[src/rtl/crc_rx_engine.sv]
`default_nettype none
`timescale 1ns/1ps
// ============================================================================
//  Module      : crc_rx_engine
//  Description : Oversampled 8N1 UART receiver that assembles 5-byte frames
//                (3 payload bytes + CRC-16/XMODEM) and publishes the payload
//                together with a CRC/framing error flag.
//  Revision    : 1.0 - initial release
// ============================================================================
module crc_rx_engine #(
   parameter int OVERSAMPLE = 16
) (
   input  logic        clk_i,
   input  logic        rst_i,
   input  logic        rx_i,
   input  logic        rx_en_i,
   input  logic        tick_i,
   output logic [23:0] out_o,
   output logic        error_o
);

   localparam int CW = $clog2(OVERSAMPLE) + 1;
   localparam logic [CW-1:0] c_ZERO    = '0;
   localparam logic [CW-1:0] c_ONE     = CW'(1);
   localparam logic [CW-1:0] c_HALF_M1 = CW'(OVERSAMPLE / 2 - 1);
   localparam logic [CW-1:0] c_FULL_M1 = CW'(OVERSAMPLE - 1);
   localparam logic [15:0]   c_POLY    = 16'h1021;

   typedef enum logic [1:0] {
      S_IDLE  = 2'd0,
      S_START = 2'd1,
      S_DATA  = 2'd2,
      S_STOP  = 2'd3
   } state_t;

   // Synchronizers and tick edge history
   logic          r_rx_s1, r_rx_s2;
   logic          r_tick_s1, r_tick_s2, r_tick_d;

   // Byte receiver state
   state_t        r_state, w_state_next;
   logic [CW-1:0] r_cnt, w_cnt_next;
   logic [2:0]    r_bit, w_bit_next;
   logic [7:0]    r_shift, w_shift_next;
   logic          w_deliver;
   logic          w_stop_bad;

   // Frame assembly state
   logic [15:0]   r_crc, w_crc_next;
   logic [2:0]    r_idx;
   logic          r_ferr;
   logic          r_done;
   logic [23:0]   r_payload;
   logic [23:0]   r_out;
   logic          r_err;

   logic          w_rx;
   logic          w_sample;

   assign w_rx     = r_rx_s2;
   assign w_sample = r_tick_s2 & ~r_tick_d;
   assign out_o    = r_out;
   assign error_o  = r_err;

   // Two-flop synchronizers for the line and the tick, plus tick history for edge detect
   always_ff @(posedge clk_i) begin
      if (!rst_i) begin
         r_rx_s1   <= 1'b1;
         r_rx_s2   <= 1'b1;
         r_tick_s1 <= 1'b0;
         r_tick_s2 <= 1'b0;
         r_tick_d  <= 1'b0;
      end else begin
         r_rx_s1   <= rx_i;
         r_rx_s2   <= r_rx_s1;
         r_tick_s1 <= tick_i;
         r_tick_s2 <= r_tick_s1;
         r_tick_d  <= r_tick_s2;
      end
   end

   // Byte receiver state register
   always_ff @(posedge clk_i) begin
      if (!rst_i) begin
         r_state <= S_IDLE;
         r_cnt   <= c_ZERO;
         r_bit   <= 3'd0;
         r_shift <= 8'h00;
      end else begin
         r_state <= w_state_next;
         r_cnt   <= w_cnt_next;
         r_bit   <= w_bit_next;
         r_shift <= w_shift_next;
      end
   end

   // Byte receiver next-state logic; all timing advances only on tick edges
   always_comb begin
      w_state_next = r_state;
      w_cnt_next   = r_cnt;
      w_bit_next   = r_bit;
      w_shift_next = r_shift;
      w_deliver    = 1'b0;
      w_stop_bad   = 1'b0;
      if (!rx_en_i) begin
         w_state_next = S_IDLE;
         w_cnt_next   = c_ZERO;
         w_bit_next   = 3'd0;
      end else begin
         case (r_state)
            S_IDLE: begin
               if (!w_rx) begin
                  w_state_next = S_START;
                  w_cnt_next   = c_ZERO;
                  w_bit_next   = 3'd0;
               end
            end
            S_START: begin
               if (w_sample) begin
                  if (r_cnt == c_HALF_M1) begin
                     // Mid-start re-check rejects glitches shorter than half a bit
                     w_cnt_next   = c_ZERO;
                     w_state_next = w_rx ? S_IDLE : S_DATA;
                  end else begin
                     w_cnt_next = r_cnt + c_ONE;
                  end
               end
            end
            S_DATA: begin
               if (w_sample) begin
                  if (r_cnt == c_FULL_M1) begin
                     w_cnt_next   = c_ZERO;
                     w_shift_next = {w_rx, r_shift[7:1]};
                     w_bit_next   = r_bit + 3'd1;
                     if (r_bit == 3'd7) begin
                        w_state_next = S_STOP;
                     end
                  end else begin
                     w_cnt_next = r_cnt + c_ONE;
                  end
               end
            end
            S_STOP: begin
               if (w_sample) begin
                  if (r_cnt == c_FULL_M1) begin
                     w_cnt_next   = c_ZERO;
                     w_deliver    = 1'b1;
                     w_stop_bad   = ~w_rx;
                     w_state_next = S_IDLE;
                  end else begin
                     w_cnt_next = r_cnt + c_ONE;
                  end
               end
            end
            default: begin
               w_state_next = S_IDLE;
            end
         endcase
      end
   end

   // CRC-16/XMODEM update of the running remainder with the completed byte, MSB first
   always_comb begin
      w_crc_next = r_crc ^ {r_shift, 8'h00};
      for (int i = 0; i < 8; i++) begin
         if (w_crc_next[15]) begin
            w_crc_next = {w_crc_next[14:0], 1'b0} ^ c_POLY;
         end else begin
            w_crc_next = {w_crc_next[14:0], 1'b0};
         end
      end
   end

   // Frame assembly: accumulate CRC and payload, publish results one cycle after byte 4
   always_ff @(posedge clk_i) begin
      if (!rst_i) begin
         r_crc     <= 16'h0000;
         r_idx     <= 3'd0;
         r_ferr    <= 1'b0;
         r_done    <= 1'b0;
         r_payload <= 24'h000000;
         r_out     <= 24'h000000;
         r_err     <= 1'b0;
      end else if (!rx_en_i) begin
         r_crc  <= 16'h0000;
         r_idx  <= 3'd0;
         r_ferr <= 1'b0;
         r_done <= 1'b0;
      end else if (r_done) begin
         r_out  <= r_payload;
         r_err  <= (r_crc != 16'h0000) | r_ferr;
         r_crc  <= 16'h0000;
         r_idx  <= 3'd0;
         r_ferr <= 1'b0;
         r_done <= 1'b0;
      end else if (w_deliver) begin
         r_crc  <= w_crc_next;
         r_ferr <= r_ferr | w_stop_bad;
         if (r_idx < 3'd3) begin
            r_payload <= {r_payload[15:0], r_shift};
         end
         if (r_idx == 3'd4) begin
            r_done <= 1'b1;
         end else begin
            r_idx <= r_idx + 3'd1;
         end
      end
   end

endmodule
`default_nettype wire

[config.mk]
export PLATFORM = sky130hd
export DESIGN_NAME = crc_rx_engine
export DESIGN_NICKNAME = d
export VERILOG_FILES = /design/src/rtl/crc_rx_engine.sv
export SDC_FILE = /design/constraint.sdc
export NUM_CORES = 1
export LEC_CHECK = 0
export CAP_MARGIN = 20
export CORE_ASPECT_RATIO = 0.75
export CORE_UTILIZATION = 40
export DETAILED_ROUTE_END_ITERATION = 8
export GPL_TIMING_DRIVEN = 0
export PLACE_DENSITY_LB_ADDON = 0.15
export SETUP_SLACK_MARGIN = 0.05
export SLEW_MARGIN = 15
export SYNTH_ARGS = -nofsm -noshare
export SYNTH_HDL_FRONTEND = slang
export SYNTH_SLANG_ARGS = --single-unit
[constraint.sdc]
create_clock -name clk_i -period 1.8 [get_ports clk_i]
set_input_delay 0.54 -clock clk_i [delete_from_list [all_inputs] [get_ports clk_i]]
set_output_delay 0.54 -clock clk_i [all_outputs]
set_load 0.05 [all_outputs]
==> impl.org <==
** Setup path
- STA classifies the critical path endpoint as an output port.
- Cell chain of the critical path :: clkdlybuf4s15_1
- Of all nets on the critical path, the largest fanout is 2.
- In this run the critical register-to-register path is captured at r_cnt[4].
- R2R setup slack :: 0.10 ns
- Buffers and inverters on the worst path :: 1
- Worst Reg-to-Reg Cells :: 9
- Among all stages on the critical path, the largest delay is contributed by clkdlybuf4s15_1.
- Max incr delay on CP :: 0.50 ns
- Required @ worst endpoint :: 1.26 ns
- At the worst endpoint, the arrival time is 1.18 ns.
- Top cell family by delay on the critical path :: buffers and inverters
- The setup path with the least slack is of type reg2out.
- Type of origin of the critical path :: flop
- The worst register-to-register path begins at r_cnt[0].

** STA
- Share of the clock period used by the worst path after layout :: 0.956
- Tightest slew margin relative to the limit :: 0.629
- Largest clock skew in the final design :: 0.00825 ns
- Across all setup checks in the final design, the least slack found is 0.0788 ns.
- Fmax achieved :: 581 MHz
- Min cycle time layout :: 1.72 ns
- The count of final max-slew check failures is 0.
- Final-report setup violation count :: 0
- For the pin with the worst max-slew slack, the measured transition is 0.553 ns.
- Setup repair after global routing left no endpoint under its margin.
- Hold violation count in the final report :: 0

** Route
- Via count normalized by instance count :: 4.89
- After detailed routing, the number of remaining DRC violations is 0.
- Post-detailed-route wirelength per cell :: 13.6 um
- Drt total wl :: 8420 um
- Number of routed nets with antenna violations :: 0
- Vias after detailed routing :: 3030
- After the first detailed-routing iteration, the DRC count stood at 201.
- Drt first pass iters :: 5

** Cells and area
- Measured on the finished design, the core utilization comes to 0.507.
- Share of final-layout standard cells stronger than drive strength 1 :: 0.126
- Most frequent cells in the layout :: nand2_1 (127), dfxtp_1 (90), a21oi_1 (65)
- Most frequent standard cell in the layout excluding fill and tap cells :: nand2_1
- Area growth from synthesis to layout :: 22.8%
- In the final design database the tool counted 498 nets.
- The layout has 891 filler cells.
- Diode count :: 0

** Logic synthesis
- After synthesis, the netlist uses 44 different library cells.
- EDFF count, synth :: 0
- Of all flip-flops after synthesis, the portion carrying an async set or reset was 0.
- Sequential share of the synthesized area :: 0.498
- The biggest area contributor in the post-synthesis netlist is dfxtp_1.
- After synthesis the cells add up to 3740 sq um.
- Number of warnings issued by yosys :: 0
- By area the synthesized netlist is led by dfxtp_1 (50%), nand2_1 (13%), a21oi_1 (8.7%), xnor2_1 (4.2%), mux2i_1 (2.9%).
- Flop and latch count out of synthesis :: 93
- The number of nets in the synthesized netlist is 453.
- Among all flip-flop cells after synthesis, the most frequent one is dfxtp_1.
- Mean cell area of the mapped netlist :: 8.46 sq um
- Post-synth top area share :: 0.498
- In the synthesized netlist, the number of instances is 442.

** Hold path
- Beginning of the worst hold path :: r_rx_s1
- The min-delay analysis places its worst path in the category reg2reg.
- For hold timing, the worst endpoint is r_rx_s2.
- Along the worst hold path, the cell count comes to 1.

** Placement
- Count of input and output buffers :: 28
- Final RePlAce weighted congestion :: 0.854
- Prior to clock tree synthesis, the placed netlist has a worst setup slack of -0.618 ns.
- Summed over all nets, the half-perimeter wirelength after detailed placement is 6150 um.

** Die
- For this configuration, the core starts out at a cell density of 0.413.
- The floorplan has 30 rows.
- Die Height :: 85.7 um
- The floorplan step defined a die boundary enclosing 9740 sq um.
- Core footprint :: 9050 sq um
- Number of placed I/O pins :: 30
- Overall die width :: 114 um

** Clock tree
- TritonCTS built the clock tree.
- Maximum number of buffers from clock root to sink :: 2
- Hold-fix buffers, CTS :: 0
- Buffers inserted during clock tree synthesis total 9.
- The later pin in the worst-skew pair is clocked with a latency of 0.34 ns.
- H-Tree Depth :: 3
- The clock net in this run drives a total of 93 sinks.
- Clock-pin slew was measured on the worst setup and hold paths at 0.06 ns.
- Clock Tree Root :: clkbuf_16

** Global routing
- In the global route stage, met3 resource usage came out at 0.0502.
- For met1 alone, demand over resource in global routing was 0.278.
- Combined global-route utilization of all metal layers :: 0.186
- First-pass GRT wire length :: 14000 um
- Entering global routing, the biggest net connects 16 pins.
- Aggregate global routing overflow :: 0
- The number of antenna violations at the first check in global routing came to 0.
- After global routing, the most crowded layer is met1.
- The via count of the first global-routing pass is 2825.
- For this run, global-route usage on met2 was measured as 0.254.

** Power
- Overall power :: 4.28 mW
- Maximum vdd drop :: 0.498 mV
- Leak Pwr :: 1.68 nW
- Pwr per Cell Area :: 932 nW/um^2

** Run status
- Run status :: finished, final reports clean

** Flow run
- MaxCap Viol Count :: 0
worst max-delay path by stage:
stage | start | end | slack, ns | cells after the start
4_1_cts | out_o[4] | out_o[4] | 0.05 | 1
5_1_grt | r_cnt[0] | r_cnt[4] | 0.04 | 9
2_1_floorplan | r_cnt[0] | r_cnt[4] | 0.13 | 9
3_3_place_gp | rst_i | r_crc[12] | -0.58 | 5
3_5_place_dp | rst_i | r_crc[13] | -0.62 | 5
6_report | out_o[4] | out_o[4] | 0.08 | 1
synthesized netlist by cell type, drive strengths merged (3+ instances only):
| cell type | number |
|---|---|
| nand3 | 3 |
| nand2 | 128 |
| xnor2 | 18 |
| and2 | 5 |
| nor2 | 23 |
| mux2i | 11 |
| nor2b | 3 |
| dfxtp | 93 |
| inv | 4 |
| buf | 13 |
| nor4 | 5 |
| o22ai | 7 |
| o21ai | 7 |
| ha | 6 |
| xor2 | 8 |
| nand2b | 4 |
| a21oi | 65 |
| clkbuf | 11 |
| nand4 | 4 |
sequential cells by signal, indices dropped and copies added (netlist names), 3 cells and up, named ones only:
signal	count
r_payload	24
r_idx	3
r_cnt	5
r_bit	3
r_crc	16
out_o	24
r_shift	8
area by class of cell:
type	instances	area [sq um]	share of cell area
Inverter	4	15.0	0.00327
Timing Repair Buffer	34	294	0.0641
Buffer	24	139	0.0303
Clock buffer	10	229	0.0499
Sequential cell	93	1870	0.408
Tap cell	128	160	0.0349
Clock inverter	6	111	0.0243
Multi-Input combinational cell	321	1770	0.386
metrics by stage:
stage          cells  instance area (sq um)  setup TNS, ns  hold WS [ns]
6_report         620                   4590              0         0.411
3_3_place_gp     598                   4180         -24.09         0.396
3_5_place_dp     598                   4180         -27.09         0.400
4_1_cts          616                   4550              0         0.414
5_1_grt          620                   4590              0         0.433
2_1_floorplan    442                   3740              0         0.386
report_power, final:
part / switching (mW) / internal, mW / leakage [nW]
Clock: 0.788 / 1.36 / 0.163
Combinational: 0.0497 / 0.0193 / 0.767
Sequential: 0.00356 / 2.06 / 0.752
Total: 0.841 / 3.44 / 1.68
kinds of logic (layout without fill, tap and decap cells):
group                      after synthesis  after routing  share of synthesized area
and+or+nand+nor                        191            191                      0.228
DFF                                     93             93                      0.498
AOI/OAI and AO/OA                       86             86                      0.122
adders and majority gates                6              6                     0.0201
muxes                                   12             12                     0.0325
buffers and inverters                   28             78                     0.0385
xor gates and xnor gates                26             26                     0.0609
routing by layer:
layer | vias to the layer above | wire, um
li1 | 1569 | -
met1 | 1406 | 4590
met2 | 45 | 3400
met3 | 10 | 318
met4 | 0 | 107
met5 | - | 0
timing repair:
action,4_1_cts,5_1_grt
cloned,0,0
setup endpoints to repair,80,51
gates resized for setup,50,31
setup buffers,2,4
hold endpoints to repair,0,0
pin swaps,1,5
No activity file was read; power rests on OpenSTA's default activity.
